===== config.mk =====
export PLATFORM = sky130hd
export DESIGN_NAME = stack_sequencer
export DESIGN_NICKNAME = d
export VERILOG_FILES = /design/src/rtl/stack_pkg.sv /design/src/rtl/stack_sequencer_sp_unit.sv /design/src/rtl/stack_sequencer.sv
export SDC_FILE = /design/constraint.sdc
export NUM_CORES = 1
export LEC_CHECK = 0
export CORE_ASPECT_RATIO = 2
export CORE_MARGIN = 3
export CORE_UTILIZATION = 35
export CTS_CLUSTER_SIZE = 8
export DETAILED_ROUTE_END_ITERATION = 10
export GPL_TIMING_DRIVEN = 0
export PLACE_DENSITY = 0.68
export SYNTH_ARGS = -nofsm -noshare
export SYNTH_HDL_FRONTEND = slang
export SYNTH_SLANG_ARGS = --single-unit

===== constraint.sdc =====
create_clock -name clk -period 11.2 [get_ports clk]
set_input_delay 2.24 -clock clk [delete_from_list [all_inputs] [get_ports clk]]
set_output_delay 2.24 -clock clk [all_outputs]
set_load 0.1 [all_outputs]

===== src/rtl/stack_pkg.sv =====
// Shared definitions for the stack sequencer: op codes, FSM states and
// per-op word counts / transfer direction.
package stack_pkg;

  localparam logic [2:0] OP_NOP  = 3'd0;
  localparam logic [2:0] OP_PUSH = 3'd1;
  localparam logic [2:0] OP_POP  = 3'd2;
  localparam logic [2:0] OP_CALL = 3'd3;
  localparam logic [2:0] OP_RET  = 3'd4;
  localparam logic [2:0] OP_INT  = 3'd5;
  localparam logic [2:0] OP_RTI  = 3'd6;

  typedef enum logic [1:0] {
    S_IDLE,
    S_WRITE,
    S_READ,
    S_DRAIN
  } state_t;

  // Zero means "not a stack op" (NOP and the reserved code).
  function automatic logic [1:0] op_words(input logic [2:0] op);
    case (op)
      OP_PUSH, OP_POP: op_words = 2'd1;
      OP_CALL, OP_RET: op_words = 2'd2;
      OP_INT, OP_RTI:  op_words = 2'd3;
      default:         op_words = 2'd0;
    endcase
  endfunction

  function automatic logic op_is_push(input logic [2:0] op);
    op_is_push = (op == OP_PUSH) || (op == OP_CALL) || (op == OP_INT);
  endfunction

  function automatic logic op_is_pop(input logic [2:0] op);
    op_is_pop = (op == OP_POP) || (op == OP_RET) || (op == OP_RTI);
  endfunction

endpackage


===== src/rtl/stack_sequencer_sp_unit.sv =====
// Stack pointer register with inc/dec; optional overflow/underflow guard
// compiled in with STACK_GUARD_EN.
module sp_unit #(
  parameter int ADDR_W  = 11,
  parameter int SP_INIT = 2047
) (
  input  logic              clk,
  input  logic              reset_n,
  input  logic              dec,
  input  logic              inc,
  input  logic              chk_push,
  input  logic              chk_pop,
  input  logic [1:0]        chk_n,
  output logic [ADDR_W-1:0] sp,
  output logic              guard_err
);

  always_ff @(posedge clk or negedge reset_n) begin
    if (!reset_n) begin
      sp <= ADDR_W'(SP_INIT);
    end else if (dec) begin
      sp <= sp - 1'b1;
    end else if (inc) begin
      sp <= sp + 1'b1;
    end
  end

`ifdef STACK_GUARD_EN
  localparam logic [ADDR_W:0] SP_TOP = (ADDR_W+1)'(SP_INIT);
  logic [ADDR_W:0] sp_ext;
  logic [ADDR_W:0] n_ext;

  always_comb begin
    sp_ext    = {1'b0, sp};
    n_ext     = (ADDR_W+1)'(chk_n);
    guard_err = (chk_push && (sp_ext < n_ext)) ||
                (chk_pop && ((sp_ext + n_ext) > SP_TOP));
  end
`else
  logic unused_chk;
  assign unused_chk = ^{chk_push, chk_pop, chk_n};
  assign guard_err  = 1'b0;
`endif

endmodule


===== src/rtl/stack_sequencer.sv =====
// Sequencer for the single-port data/stack memory: stack transfers
// (PUSH/POP/CALL/RET/INT/RTI) and LDD/STD. Guard option: STACK_GUARD_EN.
module stack_sequencer
  import stack_pkg::*;
#(
  parameter int DATA_W  = 16,
  parameter int PC_W    = 32,
  parameter int ADDR_W  = 11,
  parameter int FLAG_W  = 3,
  parameter int SP_INIT = 2047
) (
  input  logic              clk,
  input  logic              reset_n,
  input  logic              op_valid,
  input  logic [2:0]        op_code,
  input  logic [DATA_W-1:0] push_data,
  input  logic [PC_W-1:0]   pc_in,
  input  logic [FLAG_W-1:0] flags_in,
  input  logic              ls_req,
  input  logic              ls_we,
  input  logic [ADDR_W-1:0] ls_addr,
  input  logic [DATA_W-1:0] ls_wdata,
  output logic              ls_ack,
  output logic              mem_re,
  output logic              mem_we,
  output logic [ADDR_W-1:0] mem_addr,
  output logic [DATA_W-1:0] mem_wdata,
  input  logic [DATA_W-1:0] mem_rdata,
  output logic [ADDR_W-1:0] sp,
  output logic              stall,
  output logic              done,
  output logic [DATA_W-1:0] pop_data,
  output logic [DATA_W-1:0] ld_data,
  output logic              ld_valid,
  output logic              pc_load,
  output logic              flags_load,
  output logic [PC_W-1:0]   pc_out,
  output logic [FLAG_W-1:0] flags_out,
  output logic              stk_err
);

  state_t            state;
  logic [1:0]        word_cnt;
  logic [2:0]        op_q;
  logic [PC_W-1:0]   pc_q;
  logic [FLAG_W-1:0] flags_q;
  logic [DATA_W-1:0] push_q;
  logic [DATA_W-1:0] rd_w0, rd_w1;
  logic              ld_pend;

  logic              op_req, accept, ls_go, guard_err;
  logic              xfer, is_push, do_wr, do_rd, last;
  logic [2:0]        cur_op;
  logic [1:0]        cur_n, idx;
  logic [PC_W-1:0]   pc_src;
  logic [FLAG_W-1:0] flags_src;
  logic [DATA_W-1:0] push_src, wr_word;

  // The first access happens in the accept cycle, so word 0 is taken from
  // the live inputs; later words come from the operands registered at accept.
  always_comb begin
    op_req    = reset_n && op_valid && (op_words(op_code) != 2'd0);
    accept    = (state == S_IDLE) && op_req;
    ls_go     = reset_n && ls_req && !op_req && (state == S_IDLE);
    cur_op    = accept ? op_code : op_q;
    cur_n     = op_words(cur_op);
    idx       = accept ? 2'd0 : word_cnt;
    last      = (idx == cur_n - 2'd1);
    is_push   = op_is_push(cur_op);
    xfer      = (accept && !guard_err) || (state == S_WRITE) || (state == S_READ);
    do_wr     = xfer && is_push;
    do_rd     = xfer && !is_push;
    pc_src    = accept ? pc_in : pc_q;
    flags_src = accept ? flags_in : flags_q;
    push_src  = accept ? push_data : push_q;

    wr_word = '0;
    case (cur_op)
      OP_PUSH: wr_word = push_src;
      OP_CALL, OP_INT: begin
        case (idx)
          2'd0:    wr_word = pc_src[PC_W-1:DATA_W];
          2'd1:    wr_word = pc_src[DATA_W-1:0];
          default: wr_word = DATA_W'(flags_src);
        endcase
      end
      default: ;
    endcase

    mem_we    = do_wr || (ls_go && ls_we);
    mem_re    = do_rd || (ls_go && !ls_we);
    mem_addr  = do_wr ? sp : (do_rd ? sp + 1'b1 : (ls_go ? ls_addr : '0));
    mem_wdata = do_wr ? wr_word : ((ls_go && ls_we) ? ls_wdata : '0);
    ls_ack    = ls_go;

    stk_err    = accept && guard_err;
    done       = (do_wr && last) || (state == S_DRAIN) || stk_err;
    stall      = do_rd || (do_wr && !last);
    pc_load    = (state == S_DRAIN) && ((op_q == OP_RET) || (op_q == OP_RTI));
    flags_load = (state == S_DRAIN) && (op_q == OP_RTI);
    pop_data   = ((state == S_DRAIN) && (op_q == OP_POP)) ? mem_rdata : '0;
    pc_out     = pc_load ? {mem_rdata, (op_q == OP_RTI) ? rd_w1 : rd_w0} : '0;
    flags_out  = flags_load ? rd_w0[FLAG_W-1:0] : '0;
    ld_valid   = ld_pend;
    ld_data    = ld_pend ? mem_rdata : '0;
  end

  sp_unit #(
    .ADDR_W (ADDR_W),
    .SP_INIT(SP_INIT)
  ) u_sp (
    .clk      (clk),
    .reset_n  (reset_n),
    .dec      (do_wr),
    .inc      (do_rd),
    .chk_push (accept && op_is_push(op_code)),
    .chk_pop  (accept && op_is_pop(op_code)),
    .chk_n    (op_words(op_code)),
    .sp       (sp),
    .guard_err(guard_err)
  );

  always_ff @(posedge clk or negedge reset_n) begin
    if (!reset_n) begin
      state    <= S_IDLE;
      word_cnt <= '0;
      op_q     <= OP_NOP;
      pc_q     <= '0;
      flags_q  <= '0;
      push_q   <= '0;
      rd_w0    <= '0;
      rd_w1    <= '0;
      ld_pend  <= 1'b0;
    end else begin
      ld_pend <= ls_go && !ls_we;
      // Read k is captured while read k+1 is issued; RTI keeps flags in w0.
      if (state == S_READ) begin
        if (word_cnt == 2'd1) rd_w0 <= mem_rdata;
        else                  rd_w1 <= mem_rdata;
      end
      case (state)
        S_IDLE: begin
          if (accept && !guard_err) begin
            op_q    <= op_code;
            pc_q    <= pc_in;
            flags_q <= flags_in;
            push_q  <= push_data;
            if (last) begin
              word_cnt <= '0;
              state    <= is_push ? S_IDLE : S_DRAIN;
            end else begin
              word_cnt <= 2'd1;
              state    <= is_push ? S_WRITE : S_READ;
            end
          end
        end
        S_WRITE: begin
          word_cnt <= last ? '0 : word_cnt + 2'd1;
          if (last) state <= S_IDLE;
        end
        S_READ: begin
          word_cnt <= last ? '0 : word_cnt + 2'd1;
          if (last) state <= S_DRAIN;
        end
        default: begin
          word_cnt <= '0;
          state    <= S_IDLE;
        end
      endcase
    end
  end

endmodule


==> summary.md, run 1 <==
| Metric | Value |
|---|---|
| Total grt overflow | `0` |
| Hold buffers post-CTS | `0` |
| ANT cells | `0` |
| Netlist Area Pre-Place | `between 0.006 and 0.007 mm²` |
| Crit path arrival time | `roughly 8.2 ns` |
| Cell Chain, Critical Path | `buf_4 > buf_16 > nand3_2 > nor3_1 > clkbuf_1 > buf_2 > buf_2 > nand2_1 > nand2_1 > inv_1 > ha_1 > clkbuf_1 > o22ai_1 > clkbuf_1 > nand3_1 > o21ai_0 > clkdlybuf4s50_1` |
| Setup Viol. Count Final | `0` |
| Max Clock Skew | `between 0.008 and 0.009 ns` |
| Slew margin rel. | `0.203` |
| Residual DRC | `0` |
| Total CTS buffers | `9` |
| Power density over cell area | `between 300 and 400 mW/mm²` |
| Largest net degree at the start of global routing | `54` |
| Clock latency on the worst-skew pair | `0.34 ns` |
| Die X | `around 100 µm` |
| Total power | `around 2.7 mW` |
| Count of yosys warnings during synthesis | `0` |
| Routed WL per cell | `17.2 µm` |
| Row Count | `67` |
| Cts repair resizes | `0` |
| Post-synthesis net count | `between 800 and 900` |
| Post-Place Worst Slack | `around 0.6 ns` |
| Worst-path clk slew | `approximately 0.07 ns` |
| CP dominant cell by count | `clkbuf_1` |
| CP Data Required Time | `8.96 ns` |
| # port buffers | `214` |
| CP Launch Type | `input pin` |
| Max-Cap Viols | `0` |
| Peak supply drop | `~0.19 mV` |
| Number of global-route vias before repair | `5912` |
| TritonCTS clock tree | `built` |
| Share of the yosys chip area belonging to registers | `0.422` |
| Vias/cell | `5.04` |
| Post-route ant nets | `0` |
| DR WL met3 | `around 670 µm` |
| Worst-Margin Slew | `approximately 1.2 ns` |
| Fin. max-slew vios | `0` |
| Slowest-stage cell, CP | `clkdlybuf4s50_1` |
| Starting density of the core | `0.359` |
| Setup repair after global routing missed its margin | `no` |
| H-Tree Depth | `3` |
| Final #Nets | `~1100` |
| Synth Instances | `715` |
| Die area | `0.0191 mm²` |
| Most common cell after layout, fill and taps aside | `clkdlybuf4s50_1` |
| Die height | `between 150 and 200 µm` |
| Gpl congestion | `around 0.88` |
| Placed cell count | `1137` |
| Max Fclk | `about 95 MHz` |
| Outcome | `complete, no violations` |
| Synth area leader | `dfrtp_1` |
| Worst setup EP type | `primary output` |
| Avg Cell Area, Syn | `about 8.5 µm²` |
| Max incr delay on CP | `roughly 1.2 ns` |
| Initial antenna violation count | `0` |
| Core outline area | `0.0169 mm²` |
| Post-route worst setup slack | `around 0.7 ns` |
| Crit path max fanout | `53` |
| Worst Setup SP | `reset_n` |
| Total iterations of the first detailed-routing run | `4` |
| P_leak | `approximately 3.8 nW` |
| Synth area leaders | `dfrtp_1 37%, nand2_1 13%, mux2_2 6.5%, and2_1 5.3%, dfstp_2 4.8%` |
| IO Count | `roughly 220` |
| Metal-1 WL | `slightly above 7000 µm` |
| Final Hold Vio Count | `0` |
| Fraction of registers with async set/reset | `1.00` |
| Crit-path leading delay family | `buffers and inverters` |
| Top routing layer used | `met4` |
| Final WL | `between 15000 and 20000 µm` |
| Hold Crit Class | `flip-flop to flip-flop` |
| Buf+Inv Stages, Crit Path | `9` |
| Hold wc startpoint | `push_q[6]` |
| Tcrit/Tclk final | `0.936` |
| First-pass GRT wire length | `around 32000 µm` |
| Post-synth EDFFs | `0` |
| DP HPWL | `15800 µm` |
| GRT Overall Usage | `0.209` |
| Most used DFF post-synth | `dfrtp_1` |
| Min Tclk post-route | `roughly 10 ns` |
| Worst r2r src | `state[0]` |
| Setup TNS Final | `0 ns` |
| Ratio of cells with drive above 1 in the final layout | `0.0920` |
| Cell variety after synth | `53` |
| CTS Sinks | `between 100 and 150` |
| Routed wl met2 | `roughly 12000 µm` |
| Most frequent cells in the layout | `213 x clkdlybuf4s50_1, 207 x nand2_1, 91 x dfrtp_1` |
| Area Growth Syn to Fin | `44.9%` |
| Vias | `between 5000 and 6000` |
| CTS root buf | `clkbuf_16` |
| Clock Path Buffers | `2` |
| Layout Cells excl Fill | `approximately 1200` |
| Critical path class | `input pin to primary output` |
| Post-CTS Setup Bufs | `0` |
| Initial DRC count | `roughly 240` |
| Area share of the largest cell type after synthesis | `0.375` |
| #FFs+latches synth | `102` |
## synth_stat cells (3+ instances only)
library cell / count
a21oi_1: 33
a221o_1: 4
a31oi_1: 4
a32oi_1: 13
and2_1: 51
and3_1: 5
buf_1: 3
buf_2: 5
buf_4: 3
clkbuf_1: 38
dfrtp_1: 91
dfstp_2: 11
ha_1: 11
inv_1: 17
mux2_2: 35
mux2i_1: 17
nand2_1: 207
nand2b_1: 3
nand3_1: 28
nand3b_1: 6
nand4_1: 5
nor2_1: 14
nor3_1: 8
o211a_1: 3
o21ai_0: 45
or3_1: 5
xnor2_1: 5
xor2_1: 12
## report_power, final
group	internal, mW	total [mW]	switching, mW
Clock	0.164	0.318	0.154
Combinational	0.517	1.72	1.20
Sequential	0.566	0.671	0.105
Total	1.25	2.71	1.46
## tightest hold or removal path, cell delays in order (launching register included)
cell and delay, ns:
dfrtp_1 0.32, nand2_1 0.04, nand2_1 0.07
## final timing paths
check                               end  slack [ns]  cells past startpoint
setup / recovery           mem_wdata[7]        0.72                     17
hold / removal                push_q[6]        0.47                      2
setup reg to reg               state[1]        6.34                     19
hold reg to reg               push_q[6]        0.47                      2
max in group asynchronous    u_sp.sp[2]        8.52                      2
min in group asynchronous     push_q[2]        1.95                      1
## per-layer routing
metal  vias to the layer above  global-route usage
met1                      2760               0.223
met5                         -                   0
met3                        25              0.0206
met4                         0              0.0600
met2                       153               0.422
li1                       2877                   -
## registers in the layout, indices dropped and copies added, names as in the netlist
register  cells
op_q          3
state         2
push_q       16
pc_q         32
u_sp.sp      11
rd_w1        16
flags_q       3
word_cnt      2
ld_valid      1
rd_w0        16
## layout make-up
type	instances	area [µm²]
fill	1648	8130
multi-input combinational	546	3250
sequential	102	2570
timing repair buffer	215	2170
tap	207	259
clock buffer	10	239
buffer	50	206
inverter	17	63.8
clock inverter	6	58.8
## stage by stage
| stage | hold slack, ns | area [µm²] | util |
|---|---|---|---|
| after floorplan | 0.441 | 6080 | - |
| after global placement | 0.454 | 8480 | 0.501 |
| after detailed placement | 0.459 | 8500 | 0.502 |
| after CTS | 0.478 | 8800 | 0.520 |
| after global routing | 0.492 | 8810 | 0.520 |
| final | 0.474 | 8810 | 0.520 |
## logic make-up (layout without fill, tap and decap cells)
family,count (synthesis),after routing,synth area share
compound gates,122,122,0.132
xor+xnor,17,17,0.0245
fa+ha+maj,11,11,0.0226
buf+inv,67,298,0.0445
flops,102,102,0.422
mux,53,53,0.0953
other cells,1,1,0.000617
simple gates,342,342,0.258
(Power assumes the default switching activity.)
==> inputs of run 2 (changes only) <==
ABC_CLOCK_PERIOD_IN_PS = 11200   (was not set)
==> results of run 2 <==
No change in the layout: final DEF, timing and power equal those of run 1.
